<file path="src/rtl/word_to_byte_serializer.sv">
// Splits 16-bit words into bytes, low byte first; optional compact mode (SERIALIZER_COMPACT_EN) sends one byte for zero-extended words.
// Latency: accepted word shows its low byte the cycle after acceptance; back-to-back words run without bubbles.
// Backpressure: output holds stable while out_ready is low; in_ready only rises when idle or on the final byte's transfer.
module word_to_byte_serializer #(
  parameter int BYTE_W = 8,
  parameter int CNT_W  = 16
) (
  input  logic                  clk,
  input  logic                  reset,
  input  logic                  in_valid,
  output logic                  in_ready,
  input  logic [2*BYTE_W-1:0]   in_word,
  input  logic                  in_compact,
  output logic                  out_valid,
  input  logic                  out_ready,
  output logic [BYTE_W-1:0]     out_byte,
  output logic                  out_last,
  output logic [CNT_W-1:0]      words_done
);

  typedef enum logic [1:0] {IDLE, SEND_LO, SEND_HI} state_t;

  state_t              state_q, state_d;
  logic [BYTE_W-1:0]   hold_hi_q, hold_hi_d;
  logic [BYTE_W-1:0]   byte_q, byte_d;
  logic                last_q, last_d;
  logic [CNT_W-1:0]    done_q, done_d;
  logic                hi_zero;
  logic                single;
  logic                xfer;
  logic                accept;

  assign hi_zero = (in_word[2*BYTE_W-1:BYTE_W] == '0);

`ifdef SERIALIZER_COMPACT_EN
  assign single = in_compact && hi_zero;
`else
  logic unused_compact;
  assign unused_compact = in_compact ^ hi_zero;
  assign single = 1'b0;
`endif

  assign out_valid  = (state_q != IDLE);
  assign xfer       = out_valid && out_ready;
  // Combinational from out_ready so a new word can load on the final byte's transfer.
  assign in_ready   = (state_q == IDLE) || (xfer && last_q);
  assign accept     = in_valid && in_ready;
  assign out_byte   = byte_q;
  assign out_last   = last_q;
  assign words_done = done_q;

  always_comb begin
    state_d   = state_q;
    hold_hi_d = hold_hi_q;
    byte_d    = byte_q;
    last_d    = last_q;
    done_d    = done_q;
    case (state_q)
      IDLE: begin
        if (accept) begin
          state_d   = SEND_LO;
          hold_hi_d = in_word[2*BYTE_W-1:BYTE_W];
          byte_d    = in_word[BYTE_W-1:0];
          last_d    = single;
        end
      end
      SEND_LO: begin
        if (out_ready) begin
          if (last_q) begin
            done_d = done_q + CNT_W'(1);
            if (accept) begin
              state_d   = SEND_LO;
              hold_hi_d = in_word[2*BYTE_W-1:BYTE_W];
              byte_d    = in_word[BYTE_W-1:0];
              last_d    = single;
            end else begin
              state_d = IDLE;
            end
          end else begin
            state_d = SEND_HI;
            byte_d  = hold_hi_q;
            last_d  = 1'b1;
          end
        end
      end
      SEND_HI: begin
        if (out_ready) begin
          done_d = done_q + CNT_W'(1);
          if (accept) begin
            state_d   = SEND_LO;
            hold_hi_d = in_word[2*BYTE_W-1:BYTE_W];
            byte_d    = in_word[BYTE_W-1:0];
            last_d    = single;
          end else begin
            state_d = IDLE;
          end
        end
      end
      default: state_d = IDLE;
    endcase
  end

  always_ff @(posedge clk) begin
    if (reset) begin
      state_q   <= IDLE;
      hold_hi_q <= '0;
      byte_q    <= '0;
      last_q    <= 1'b0;
      done_q    <= '0;
    end else begin
      state_q   <= state_d;
      hold_hi_q <= hold_hi_d;
      byte_q    <= byte_d;
      last_q    <= last_d;
      done_q    <= done_d;
    end
  end

endmodule

</file>
<file path="config.mk">
export PLATFORM = sky130hd
export DESIGN_NAME = word_to_byte_serializer
export DESIGN_NICKNAME = d
export VERILOG_FILES = /design/src/rtl/word_to_byte_serializer.sv
export SDC_FILE = /design/constraint.sdc
export NUM_CORES = 1
export LEC_CHECK = 0
export CORE_UTILIZATION = 47
export DETAILED_ROUTE_END_ITERATION = 12
export PLACE_DENSITY_LB_ADDON = 0.2
export SLEW_MARGIN = 40
export SYNTH_ARGS = -nofsm -noshare
export SYNTH_HDL_FRONTEND = slang
export SYNTH_SLANG_ARGS = --single-unit
</file>
<file path="constraint.sdc">
create_clock -name clk -period 1.8 [get_ports clk]
set_clock_uncertainty 0.1 [all_clocks]
set_input_delay 0.27 -clock clk [delete_from_list [all_inputs] [get_ports clk]]
set_output_delay 0.27 -clock clk [all_outputs]
set_load 0.005 [all_outputs]
</file>
# [Word level (Yosys, flattened, before mapping)]
# Index checks and enable logic that the tools add are counted.
[word_totals] reg_bits=35 in_bits=21
[op_classes] addsub=1 eq_ne=6 muxes=26 n_reduce_logical=12
[ops] cell="2-to-1 mux 8 bit" count=8
[ops] cell="2-to-1 mux 16 bit" count=3
[ops] cell="one-hot mux 8 bit (3 select lines)" count=2
[ops] cell="one-hot mux 16 bit (2 select lines)" count=1
[ops] cell="adder 16 x 1 -> 16 bit, second input constant" count=1
[ops] cell="2-to-1 mux 2 bit" count=4
[ops] cell="!= test 2 bit, second input constant" count=4
[ops] cell="AND reduction 4 bit" count=2
[ops] cell="2-to-1 mux 1 bit" count=6
[ops] cell="one-hot mux 2 bit (3 select lines)" count=1
[ops] cell="AND reduction 3 bit" count=2
[ops] cell="nonzero test 2 bit" count=2
[ops] cell="logical AND 1 bit" count=3
[ops] cell="one-hot mux 1 bit (3 select lines)" count=1
[ops] cell="nonzero test 3 bit" count=1
[ops] cell="== test 2 x 1 -> 1 bit, second input constant" count=1
[ops] cell="== test 2 bit, second input constant" count=1
[ops] cell="logical NOT 2 bit" count=1
[ops] cell="logical OR 1 bit" count=1

# [Depth between registers and ports, before layout]
[logic_depth] depth_word=9 depth_mapped=6

# [Worst setup path before layout]
# Ideal clock, no wire load.
[synth_path] path_type="reg-to-reg" startpoint="register last_q (netlist: out_last)" endpoint="register done_q[10] (netlist: words_done[10])" setup_ns=0.071 arrival_ns=1.531 path_slack_ns=0.098 stages_incl_launch_ff=7 n_path_buf=2 path_cell_list="dfxtp_1 -> buf_2 -> nand3b_4 -> a21o_1 -> buf_6 -> or4_1 -> a21oi_1"
[synth_via] elab_chain_cells=2
[synth_lines] item="start: declaration" line="26" rtl="logic last_q, last_d;"
[synth_lines] item="start signal: assignment" line="114" rtl="last_q <= last_d;"
[synth_lines] item="!= test 2 bit (no source line)"
[synth_lines] item="AND reduction 4 bit (no source line)"
[synth_lines] item="end signal: assignment" line="115" rtl="done_q <= done_d;"
[synth_lines] item="end: declaration" line="27" rtl="logic [CNT_W-1:0] done_q, done_d;"
# Every way passes these cells.
# A chain may end at the register's enable or synchronous reset.

# [Worst setup path after layout]
[layout_path] startpoint="register state_q[1]" endpoint="register done_q[9] (netlist: words_done[9])"
[layout_via] elab_chain_cells=3 word_cells_on_any_way=8
[layout_lines] item="start: declaration" line="23" rtl="state_t state_q, state_d;"
[layout_lines] item="start signal: assignment" line="111" rtl="state_q <= state_d;"
[layout_lines] item="== test 2 x 1 -> 1 bit or == test 2 bit (tied branches)" line="58" rtl="case (state_q)"
[layout_lines] item="!= test 2 bit (no source line) or nonzero test 2 bit (tied branches)"
[layout_lines] item="AND reduction 4 bit (no source line)"
# Parallel ways exist; a longest one is shown, timed or not.

==> results by group <==
Worst hold path
  – Worst hold stages: 3
  – Hold Path Class: input pin to register

STA
  – Max Freq: 0.5702 GHz
  – Period minus WS final: 1754 ps
  – Hold slack: 378.9 ps
  – Final Cycle Share: 0.9744
  – Final hold vios: 0
  – Max_slew headroom: 0.7893
  – Measured slew at the worst slew-check pin: 313.3 ps
  – Pins Over Slew Limit: 0
  – RSZ-0062 raised after global routing: true
  – Setup-failing EPs final: 0

Power and ir drop
  – Tot Pwr: 1566 uW
  – Worst VDD drop: 358.0 uV
  – Lkg Pwr: 0.0008681 uW
  – Pwr dens: 658.0 nW/um2

GRT
  – Most Crowded Layer GR: met2
  – GRT overflow: 0
  – Overall Global Routing Usage: 0.2509
  – Initial antenna violation count: 0
  – Met2 Track Usage GR: 0.4378
  – Met3 usage: 0.07867
  – First-pass GRT wire length: 7051 um
  – Number of global-route vias before repair: 1,665
  – GR Util met1: 0.2854
  – Largest net degree at the start of global routing: 23

Clocking
  – Cts hold-fix bufs: 0
  – Clk root buf: clkbuf_4
  – Clock Sinks: 35
  – CTS buffer count: 5
  – Clock transition at path regs: 120 ps
  – Maximum clock path buffer count: 2
  – CTS tree: built
  – H-tree levels: 2
  – Latest clock arrival within the worst-skew pair: 350 ps

Setup path
  – Worst Path Arrival: 1940 ps
  – Reg2Reg Setup Slack: 50 ps
  – CP startpoint kind: register
  – Critical Path Fanout Max: 8
  – Critical path type: register to register
  – Worst R2R Start: state_q[1]$_SDFFE_PP0P_
  – Worst EP required: 1990 ps
  – Worst R2R Path Depth: 5
  – Setup crit start: state_q[1]$_SDFFE_PP0P_
  – Crit path to: words_done[9]$_SDFFE_PP0P_
  – Reg-to-reg critical path endpoint: words_done[9]$_SDFFE_PP0P_
  – Crit. End Element: register

Final layout
  – Finished Core Util: 0.7021
  – Inserted Diodes: 0
  – Layout cells sized above 1: 0.1753
  – Area Growth Syn to Fin: 41.62%
  – Final nets: 272

Yosys
  – Gate Count Post-Synth: 189
  – Ys async rst share: 0
  – Top FF cell, synth: dfxtp_1
  – #FFs+latches synth: 35
  – EDFF count, synth: 0
  – Sequential area share after synthesis: 0.4170
  – Commonest cells post-synth: 35 x dfxtp_1, 19 x a21oi_1, 16 x o21ai_0, 12 x nand2_1, 11 x nand3_1
  – Synth top area share: 0.4170
  – Synthesis Warnings: 0
  – Top-count cell post-synth: dfxtp_1
  – Yosys top cell by area: dfxtp_1
  – Synth top area cells: dfxtp_1 42%, a21oi_1 5.7%, mux2i_1 4.8%
  – Unique masters post-synth: 44
  – Mapped Avg Cell Area: 8.891 um2
  – Synth Cell Area: 1680 um2
  – Post-Syn Nets: 211

Routing
  – Routed via count divided by cell count: 5.582
  – WL/cell: 14.54 um
  – ANT nets after route: 0
  – First-pass DRT Iterations: 4
  – DR vias: 1,658
  – DR iter-0 viols: 91
  – DRC: 0
  – Total Routed Length: 4317 um

Job
  – Max_cap viols: 0

Placed design
  – Post-DP HPWL: 3071 um
  – Final GP Congestion: 0.7786
  – Port Buffers: 46

Floorplanning
  – Core area: 3390 um2
  – Die width: 61.80 um
  – FP Rows: 21
  – Initial Util: 0.4958
  – Die Ht: 61.80 um
  – Die footprint: 3819 um2
  – I/O pin total: 48

Status
  – Outcome: complete, no violations
cells in the final DEF, fill, tap and decap left out, types with 2 or more instances in the layout:
cell              n
or4_1             3
inv_1             3
clkdlybuf4s50_1  44
xor2_1            4
buf_6             2
a211oi_1          9
dfxtp_4           2
o21ai_0          16
nor2_1            9
nand3_1          11
a21oi_1          17
a21oi_2           2
nand2_1          12
dfxtp_1          31
nor3_1            8
and3_1            2
dlygate4sd2_1     2
o31ai_1           5
nor2b_1           2
clkinvlp_4        2
clkbuf_4          5
dfxtp_2           2
mux2i_1           8
or3_1             5
buf_4            18
how the worst min path moves through the flow:
stage                                         start                        end
after global routing                    in_word[12]  hold_hi_q[4]$_SDFFE_PP0P_
final                                   in_word[12]  hold_hi_q[4]$_SDFFE_PP0P_
after floorplan                          in_word[8]  hold_hi_q[0]$_SDFFE_PP0P_
after CTS                               in_word[12]  hold_hi_q[4]$_SDFFE_PP0P_
after detailed placement  hold_hi_q[7]$_SDFFE_PP0P_  hold_hi_q[7]$_SDFFE_PP0P_
after global placement    hold_hi_q[0]$_SDFFE_PP0P_  hold_hi_q[0]$_SDFFE_PP0P_
per-layer routing:
metal  vias to the layer above  share of wire
met2                        49           0.49
met1                       777           0.45
met4                         0          0.014
li1                        824              -
met5                         -              0
met3                         8          0.048
layout make-up:
| type | count | area [um2] |
|---|---|---|
| fillers | 262 | 1010 |
| multi-input cells | 139 | 927.1 |
| flip-flops and latches | 35 | 710.7 |
| repair buffers | 66 | 615.6 |
| well taps | 46 | 57.56 |
| clock buffers | 5 | 37.54 |
| clock inverters | 3 | 20.02 |
| inverters | 3 | 11.26 |
state kept, by name, summed over array words and instances, names as in the netlist:
signal and cells:
hold_hi_q 8, out_last 1, words_done 16, out_byte 8, state_q 2
worst max-delay path, stage by stage, from the launching register on:
cell and delay, ps:
dfxtp_4 370, buf_4 150, nand3b_4 160, a21o_4 250
or4_4 520, a21oi_2 150
power breakdown:
part,switching (uW),total (uW),leakage (uW),internal [uW]
logic,134,299,0.000553,165
clock network,285,434,0.0000272,149
registers,22.3,833,0.000288,810
total,442,1570,0.000868,1120
what timing repair did:
action                                  CTS  global route
setup buffers                             3             1
endpoints found under the setup margin    3             7
resized for setup                        11             5
pin swaps                                 0             1
cloned                                    0             0
stage by stage:
step	worst slack (ps)	setup TNS (ps)	cell area (um2)	cells
floorplan	98.14	0	1680	189
global placement	-199.0	-3145	2251	285
detailed placement	-258.1	-3873	2251	285
CTS	26.10	0	2352	296
global route	-23.47	-61.22	2380	297
finish	46.08	0	2380	297
cells by family (layout without fill, tap and decap cells):
group / Yosys count / after routing / synth area share
AO/OA/AOI/OAI: 57 / 57 / 0.2070
XOR/XNOR: 5 / 5 / 0.02606
adder cells (fa/ha/maj): 1 / 1 / 0.007445
buffers and inverters: 15 / 77 / 0.04691
flip-flops: 35 / 35 / 0.4170
multiplexers: 9 / 9 / 0.05436
AND/OR/NAND/NOR: 67 / 67 / 0.2413
Power figures use the tool's default switching activity.
